### config.mk
export PLATFORM = sky130hd
export DESIGN_NAME = pic_fetch_sequencer_flat
export DESIGN_NICKNAME = d
export VERILOG_FILES = /design/src/rtl/pic_fetch_sequencer_if.sv /design/src/rtl/pic_fetch_sequencer.sv /design/src/flat_wrapper.sv
export SDC_FILE = /design/constraint.sdc
export NUM_CORES = 1
export LEC_CHECK = 0
export ABC_CLOCK_PERIOD_IN_PS = 4500
export CAP_MARGIN = 20
export CORE_UTILIZATION = 40
export DETAILED_ROUTE_END_ITERATION = 7
export HOLD_SLACK_MARGIN = 0.05
export PLACE_DENSITY_LB_ADDON = 0.05
export SLEW_MARGIN = 20
export SYNTH_ARGS = -nofsm -noshare
export SYNTH_HDL_FRONTEND = slang
export SYNTH_SLANG_ARGS = --single-unit
### constraint.sdc
create_clock -name clk -period 4.5 [get_ports clk]
set_clock_uncertainty 0.15 [all_clocks]
set_input_delay 0.9 -clock clk [delete_from_list [all_inputs] [get_ports clk]]
set_output_delay 0.9 -clock clk [all_outputs]
set_load 0.005 [all_outputs]
### src/rtl/pic_fetch_sequencer_if.sv
// Program-memory fetch bus between the PIC16F84 fetch sequencer
// and the instruction ROM.
interface pic_fetch_sequencer_if #(
  parameter int PM_AW = 10
);
  logic [PM_AW-1:0] PM_ADDR;
  logic [13:0]      PM_DATA;

  modport master (
    output PM_ADDR,
    input  PM_DATA
  );

  modport slave (
    input  PM_ADDR,
    output PM_DATA
  );
endinterface

### src/rtl/pic_fetch_sequencer.sv
// PIC16F84 fetch/sequencing front end: Q1-Q4 phase, PC, return stack
// and the two-stage fetch/execute pipeline with redirect flush.
module pic_fetch_sequencer #(
  parameter int PC_W      = 13,
  parameter int PM_AW     = 10,
  parameter int STK_DEPTH = 8
) (
  input  logic                  clk,
  input  logic                  rst_n,
  pic_fetch_sequencer_if.master pm,
  input  logic [4:0]            PCLATH,
  input  logic                  SKIP,
  input  logic                  PC_LOAD,
  input  logic [7:0]            PC_LOAD_VAL,
  output logic [13:0]           OP_CODE,
  output logic                  OP_VALID,
  output logic [1:0]            Q_STATE,
  output logic [PC_W-1:0]       PC_OUT,
  output logic                  STK_ERR
);

  localparam int SP_W = $clog2(STK_DEPTH);
  localparam int DW   = $clog2(STK_DEPTH + 1);
  localparam logic [PC_W-1:0] PC_ONE = PC_W'(1);
  localparam logic [DW-1:0]   D_ONE  = DW'(1);
  localparam logic [DW-1:0]   D_FULL = DW'(STK_DEPTH);
  localparam logic [SP_W-1:0] S_ONE  = SP_W'(1);

  logic [1:0]      q_q, q_d;
  logic [PC_W-1:0] pc_q, pc_d;
  logic [13:0]     ir_q, ir_d;
  logic            vld_q, vld_d;
  logic [SP_W-1:0] sp_q, sp_d, sp_m1;
  logic [DW-1:0]   dep_q, dep_d;
  logic            err_q, err_d;
  logic [PC_W-1:0] stk_q [STK_DEPTH];

  logic            take, push, pop, redir;
  logic            is_goto, is_call, is_ret;
  logic            sel_ld, sel_go, sel_call, sel_ret, sel_skp;
  logic [PC_W-1:0] tgt;

  assign sp_m1   = sp_q - S_ONE;
  assign tgt     = {PCLATH[4:3], ir_q[10:0]};
  assign is_goto = ir_q[13:11] == 3'b101;
  assign is_call = ir_q[13:11] == 3'b100;
  assign is_ret  = (ir_q == 14'h0008) || (ir_q == 14'h0009)
                || (ir_q[13:10] == 4'b1101);

  // Redirects only act on a real instruction at the Q4 edge; the
  // selects are masked so exactly one (or none) is ever active.
  assign take     = (q_q == 2'd3) && vld_q;
  assign sel_ld   = take && PC_LOAD;
  assign sel_go   = take && !PC_LOAD && is_goto;
  assign sel_call = take && !PC_LOAD && is_call;
  assign sel_ret  = take && !PC_LOAD && is_ret;
  assign sel_skp  = take && !PC_LOAD && !is_goto
                 && !is_call && !is_ret && SKIP;

  always_comb begin
    q_d   = q_q + 2'd1;
    pc_d  = pc_q;
    ir_d  = ir_q;
    vld_d = vld_q;
    sp_d  = sp_q;
    dep_d = dep_q;
    err_d = err_q;
    push  = 1'b0;
    pop   = 1'b0;
    redir = 1'b1;
    if (q_q == 2'd3) begin
      ir_d  = pm.PM_DATA;
      vld_d = 1'b1;
      pc_d  = pc_q + PC_ONE;
    end
    unique case (1'b1)
      sel_ld:   pc_d = {PCLATH, PC_LOAD_VAL};
      sel_go:   pc_d = tgt;
      sel_call: begin
        pc_d = tgt;
        push = 1'b1;
      end
      sel_ret: begin
        pc_d = stk_q[sp_m1];
        pop  = 1'b1;
      end
      sel_skp:  pc_d = pc_q + PC_ONE;
      default:  redir = 1'b0;
    endcase
    if (redir) begin
      ir_d  = '0;
      vld_d = 1'b0;
    end
    if (push) begin
      sp_d = sp_q + S_ONE;
      if (dep_q == D_FULL) err_d = 1'b1;
      else                 dep_d = dep_q + D_ONE;
    end
    if (pop) begin
      sp_d = sp_m1;
      if (dep_q == '0) err_d = 1'b1;
      else             dep_d = dep_q - D_ONE;
    end
  end

  always_ff @(posedge clk) begin
    if (!rst_n) begin
      q_q   <= '0;
      pc_q  <= '0;
      ir_q  <= '0;
      vld_q <= 1'b0;
      sp_q  <= '0;
      dep_q <= '0;
      err_q <= 1'b0;
      for (int i = 0; i < STK_DEPTH; i++) stk_q[i] <= '0;
    end else begin
      q_q   <= q_d;
      pc_q  <= pc_d;
      ir_q  <= ir_d;
      vld_q <= vld_d;
      sp_q  <= sp_d;
      dep_q <= dep_d;
      err_q <= err_d;
      if (push) stk_q[sp_q] <= pc_q;
    end
  end

  assign pm.PM_ADDR = pc_q[PM_AW-1:0];
  assign OP_CODE    = ir_q;
  assign OP_VALID   = vld_q;
  assign Q_STATE    = q_q;
  assign PC_OUT     = pc_q;
  assign STK_ERR    = err_q;

endmodule

### src/flat_wrapper.sv
// flat-port wrapper written by rule: the top's interface ports become plain ports
module pic_fetch_sequencer_flat 
#(
  parameter int PC_W      = 13,
  parameter int PM_AW     = 10,
  parameter int STK_DEPTH = 8
)
  (clk, rst_n, PCLATH, SKIP, PC_LOAD, PC_LOAD_VAL, OP_CODE, OP_VALID, Q_STATE, PC_OUT, STK_ERR, pm_PM_ADDR, pm_PM_DATA);
  pic_fetch_sequencer_if #(.PM_AW(PM_AW)) pm_i ();
  input  logic clk;
  input  logic rst_n;
  input  logic [4:0] PCLATH;
  input  logic SKIP;
  input  logic PC_LOAD;
  input  logic [7:0] PC_LOAD_VAL;
  output logic [13:0] OP_CODE;
  output logic OP_VALID;
  output logic [1:0] Q_STATE;
  output logic [PC_W-1:0] PC_OUT;
  output logic STK_ERR;
  output wire logic [$bits(pm_i.PM_ADDR)-1:0] pm_PM_ADDR;
  input wire logic [$bits(pm_i.PM_DATA)-1:0] pm_PM_DATA;
  assign pm_PM_ADDR = pm_i.PM_ADDR;
  assign pm_i.PM_DATA = pm_PM_DATA;
  pic_fetch_sequencer #(.PC_W(PC_W), .PM_AW(PM_AW), .STK_DEPTH(STK_DEPTH)) u_core (.clk(clk), .rst_n(rst_n), .pm(pm_i), .PCLATH(PCLATH), .SKIP(SKIP), .PC_LOAD(PC_LOAD), .PC_LOAD_VAL(PC_LOAD_VAL), .OP_CODE(OP_CODE), .OP_VALID(OP_VALID), .Q_STATE(Q_STATE), .PC_OUT(PC_OUT), .STK_ERR(STK_ERR));
endmodule
# Word level (Yosys, flattened, before mapping)
# Memory sizes are Yosys's and may differ from the RTL's.
# Cells that the tools add are included.
[op_classes]
add_sub_neg = 6
n_eq_ne = 7
muxes = 22
n_bitwise = 1
reduce_logical = 23
[op_table]
columns = ["op", "count"]
rows = [
  ["case mux 13 bit (4 select lines)", 1],
  ["== test 14 x 4 -> 1 bit (second input constant)", 2],
  ["two-way mux 13 bit", 2],
  ["two-way mux 4 bit", 4],
  ["adder 13 x 1 -> 13 bit (second input constant)", 1],
  ["OR reduction 13 bit", 1],
  ["two-way mux 1 bit", 12],
  ["logical AND 1 bit", 10],
  ["two-way mux 3 bit", 3],
  ["== test 4 bit (second input constant)", 2],
  ["== test 3 bit (second input constant)", 2],
  ["nonzero test 5 bit", 1],
  ["OR reduction 5 bit", 1],
  ["adder 4 x 1 -> 4 bit (second input constant)", 1],
  ["logical NOT 1 bit", 4],
  ["logical NOT 4 bit", 1],
  ["OR reduction 2 bit", 2],
  ["subtractor 4 x 1 -> 4 bit (second input constant)", 1],
  ["adder 3 x 1 -> 3 bit (second input constant)", 1],
  ["subtractor 3 x 1 -> 3 bit (second input constant)", 1],
  ["adder 2 x 1 -> 2 bit (second input constant)", 1],
  ["== test 2 bit (second input constant)", 1],
  ["logical OR 1 bit", 2],
  ["nonzero test 2 bit", 1],
  ["inverter 1 bit", 1],
]
[totals]
register_bits = 38
mem_bits_rw = 104
in_bits = 31
memories = 1
[mem_list]
columns = ["name", "words", "word_bits", "rd", "rd_ports_with_merged_regs", "write_ports", "line_no", "source"]
rows = [
  ["u_core.stk_q", 8, 13, 1, 0, 8, "pic_fetch_sequencer.sv:36", "logic [PC_W-1:0] stk_q [STK_DEPTH];"],
]

# Logic depth before layout (Yosys ltp)
[logic_depth]
ltp_word = 10
mapped_depth = 11
ltp_nobuf = 7

# Worst setup path after synthesis
# Ideal clock, no wire load.
[synth_timing]
path_kind = "input -> register"
startpoint = "in PC_LOAD"
endpoint = "mem u_core.stk_q[5][0] (enable)"
setup_ps = 401
arrival_ps = 2925
required_ps = 3949
slack_ps = 1023
stages = 7
path_buffers = 3
cell_sequence = "buf_4 and4bb_4 and2_1 buf_4 nand3_4 buf_6 o21ai_0"
[synth_lines]
columns = ["element", "line_no", "source"]
rows = [
  ["start, declared", "flat_wrapper.sv:14", "input logic PC_LOAD;"],
  ["end, declared", "pic_fetch_sequencer.sv:36", ""],
]

==> results.cfg <==
[run_status]
outcome = finished clean

[sta]
fin_crit_ns = 3.37
finalSetupTns_ns = 0
fmax_mhz = 297
worstMarginPinSlew_ns = 0.729
setup_violations = 0
setup_slack_ns = 1.13
hold_viol_final = 0
slew_headroom = 0.514
finalCritPeriodShare = 0.748
rsz0062_at_grt = false
slew_violations = 0

[grt]
grt_first_pass_wirelength_mm = 28.3
globalRouteTotalUtil = 0.212
gr-total-overflow = 0
antenna_found_initial = 0
grt_max_degree = 43
grt_pass1_vias = 4763

[floorplan]
core_um2 = 17300
design.die.area_um2 = 18200
die_w_um = 135
initial_core_util = 0.409
core.rowCount = 48
die-height_um = 135
num_io_pins = 72

[drt]
drt_first_pass_iters = 5
drt_iter0_drc = 455
avgViaCountPerCell = 5.51
antenna_left = 0
routed_wl_mm = 18.4
wl_per_cell_um = 21.4
vias = 4750
drc = 0

[power_and_ir_drop]
peakVddDrop_v = 0.000280
power_mw = 3.01
p_per_area_nw_per_um2 = 354
cellLeakagePower_nw = 2.90

[clocking]
ctsHoldBuffers = 0
insertion_delay_ns = 0.42
clkSinkCount = 142
post_cts_buffers = 0
htreeDepth = 4
cts_resized = 0
cts_tree = yes
path_clk_slew_ns = 0.06
cts_made_buffers = 17
cts_buffer_depth = 2
cts_root_buf = clkbuf_16

[worst_setup_path]
cp_max_fo = 13
critPathRequiredTime_ns = 4.40
critPathKind = in -> reg
cp_num_buf_inv = 2
slowest_delay_ns = 0.55
path_cells = clkdlybuf4s50_1, and4bb_4, and2_1, nand3_1, nor3_1, buf_4, nand2b_1
worstSetupStartpointType = primary input
worstReg2RegEnd = u_core.PC_OUT[5]
r2r_start = u_core.sp_q[1]
ff2ff_setup_slack_ns = 1.35
crit_slowest_cell = nand2b_1
reg2regPathDepth = 8
path_delay_family = simple AND/OR/NAND/NOR gates
crit_arrival_ns = 3.27
end_kind = flop

[logic_synthesis]
synth-adder-area-share = 0.0106
synth_edf_count = 104
ys_seq_elements = 142
syn_area_per_cell_um2 = 12.5
yosys_warnings = 0
synthSimpleGateAreaFrac = 0.180
postSynthCellCount = 568
yosys-mux-area-fraction = 0.122
yosysUniqueCellTypes = 65
synth_area_um2 = 7080
ys_async_sr_fraction = 0
synth_top_family_by_area = simple AND/OR/NAND/NOR gates
ys_seq_area_frac = 0.549
synth_ff_type = edfxtp_1
synth_xor_area_frac = 0.00601
syn-num-nets = 605
synth_compound_area_frac = 0.0838

[placed_design]
dp_cells = 830
dpl_worst_slack_ns = 0.719
port_buffers = 71
gp_congestion = 0.779
hpwl_mm = 13.0

[worst_hold_path]
hold_depth = 1
worstHoldStart = u_core.Q_STATE[0]
timing.hold.worst.class = reg -> reg
hold_path_end = u_core.Q_STATE[0]

[finish]
final_nets = 661
fillers = 1520
final_cells = 862
n_antenna_cell = 0
layout-drive-gt1-share = 0.163
area_growth_pct = 19.9

[job]
drv_cap = 0
layout make-up:
cell class | count | area (um^2) | share of cell area
clock buffers | 18 | 429 | 0.0506
well taps | 225 | 282 | 0.0332
clock inverters | 14 | 144 | 0.0170
inverters | 13 | 48.8 | 0.00575
flip-flops and latches | 142 | 3880 | 0.458
multi-input cells | 361 | 2850 | 0.336
repair buffers | 89 | 846 | 0.0997
report_power, final:
group,internal (mW),switching (mW)
combinational,0.0814,0.0791
clock,0.814,0.558
sequential,1.44,0.0321
Yosys cell counts (3+ instances only):
cell type | instances | area (um^2)
a21oi_1 | 14 | 70.1
nand4_1 | 5 | 31.3
a22o_1 | 6 | 52.6
nand2_1 | 17 | 63.8
clkinv_1 | 3 | 11.3
inv_1 | 10 | 37.5
buf_2 | 9 | 45.0
nand2b_1 | 6 | 37.5
a31oi_1 | 3 | 18.8
nor2_1 | 35 | 131
mux2_2 | 3 | 33.8
and2_1 | 77 | 482
edfxtp_1 | 104 | 3120
and3_1 | 4 | 25.0
o22ai_1 | 3 | 18.8
nand3_1 | 9 | 45.0
nor3_2 | 11 | 110
a211oi_1 | 3 | 22.5
nor4_1 | 9 | 56.3
a22oi_1 | 8 | 60.1
o21ai_0 | 23 | 115
buf_6 | 3 | 33.8
nor2_2 | 3 | 18.8
ha_1 | 6 | 75.1
dfxtp_1 | 38 | 761
mux4_2 | 25 | 563
nor3_1 | 19 | 95.1
buf_4 | 15 | 113
mux2i_1 | 24 | 240
clkbuf_1 | 23 | 86.3
through the flow:
stage               hold slack, ns  utilization  cell area [um^2]
floorplan                    0.282            -              7080
global route                 0.353        0.490              8480
finish                       0.306        0.490              8480
global placement             0.281        0.457              7910
CTS                          0.305        0.490              8480
detailed placement           0.293        0.457              7910
metal layers:
metal,global-route usage,up-vias,share of wire
li1,-,2241,-
met1,0.301,2379,0.47
met2,0.335,113,0.47
met3,0.0323,17,0.039
met4,0.0630,0,0.014
met5,0,-,0
sequential cells by signal, summed over array words and instances (netlist names):
name,cells
u_core.OP_VALID,1
u_core.PC_OUT,13
u_core.STK_ERR,1
u_core.sp_q,3
u_core.Q_STATE,2
u_core.OP_CODE,14
u_core.stk_q,104
u_core.dep_q,4
cell families after synthesis:
logic type / Yosys count
xor gates and xnor gates: 4
and+or+nand+nor: 212
buffers and inverters: 65
DFF: 142
muxes: 53
AOI/OAI and AO/OA: 86
adders and majority gates: 6
worst register-to-register path: stages, from the launching register on:
cell and delay, ns:
dfxtp_1 0.63, inv_1 0.13, ha_1 0.49, buf_4 0.40, mux4_2 0.39, mux2i_1 0.25, o22ai_1 0.15, o21a_1 0.22
o221a_2 0.23
placed cells by master (no fill, tap or decap), types with 4 or more instances in the layout:
master	synthesis	routed
buf_4	15	18
clkdlybuf4s50_1	0	71
nor4_1	9	9
nand4_1	5	5
mux4_2	25	25
and3_1	4	4
nor2_1	35	35
a22o_1	6	6
nand2_1	17	17
and2_1	77	77
nand3_1	9	9
a21oi_1	14	14
inv_1	10	10
clkinv_1	3	6
a22oi_1	8	8
o21ai_1	2	8
clkinvlp_4	0	5
nor3_2	11	11
edfxtp_1	104	104
nand2b_1	6	6
clkbuf_16	0	17
mux2i_1	24	24
o21ai_0	23	17
nor3_1	19	19
dfxtp_1	38	37
ha_1	6	5
worst max path at each step:
stage | from | endpoint | slack (ns) | cells past startpoint
6_report | PC_LOAD | u_core.stk_q[0][6] | 1.13 | 7
5_1_grt | PC_LOAD | u_core.stk_q[0][10] | 0.91 | 7
4_1_cts | PC_LOAD | u_core.stk_q[0][6] | 1.14 | 7
3_5_place_dp | PC_LOAD | u_core.stk_q[0][2] | 0.72 | 7
3_3_place_gp | PC_LOAD | u_core.stk_q[0][2] | 0.77 | 7
2_1_floorplan | PC_LOAD | u_core.stk_q[5][0] | 1.02 | 7
(Power assumes the default switching activity.)
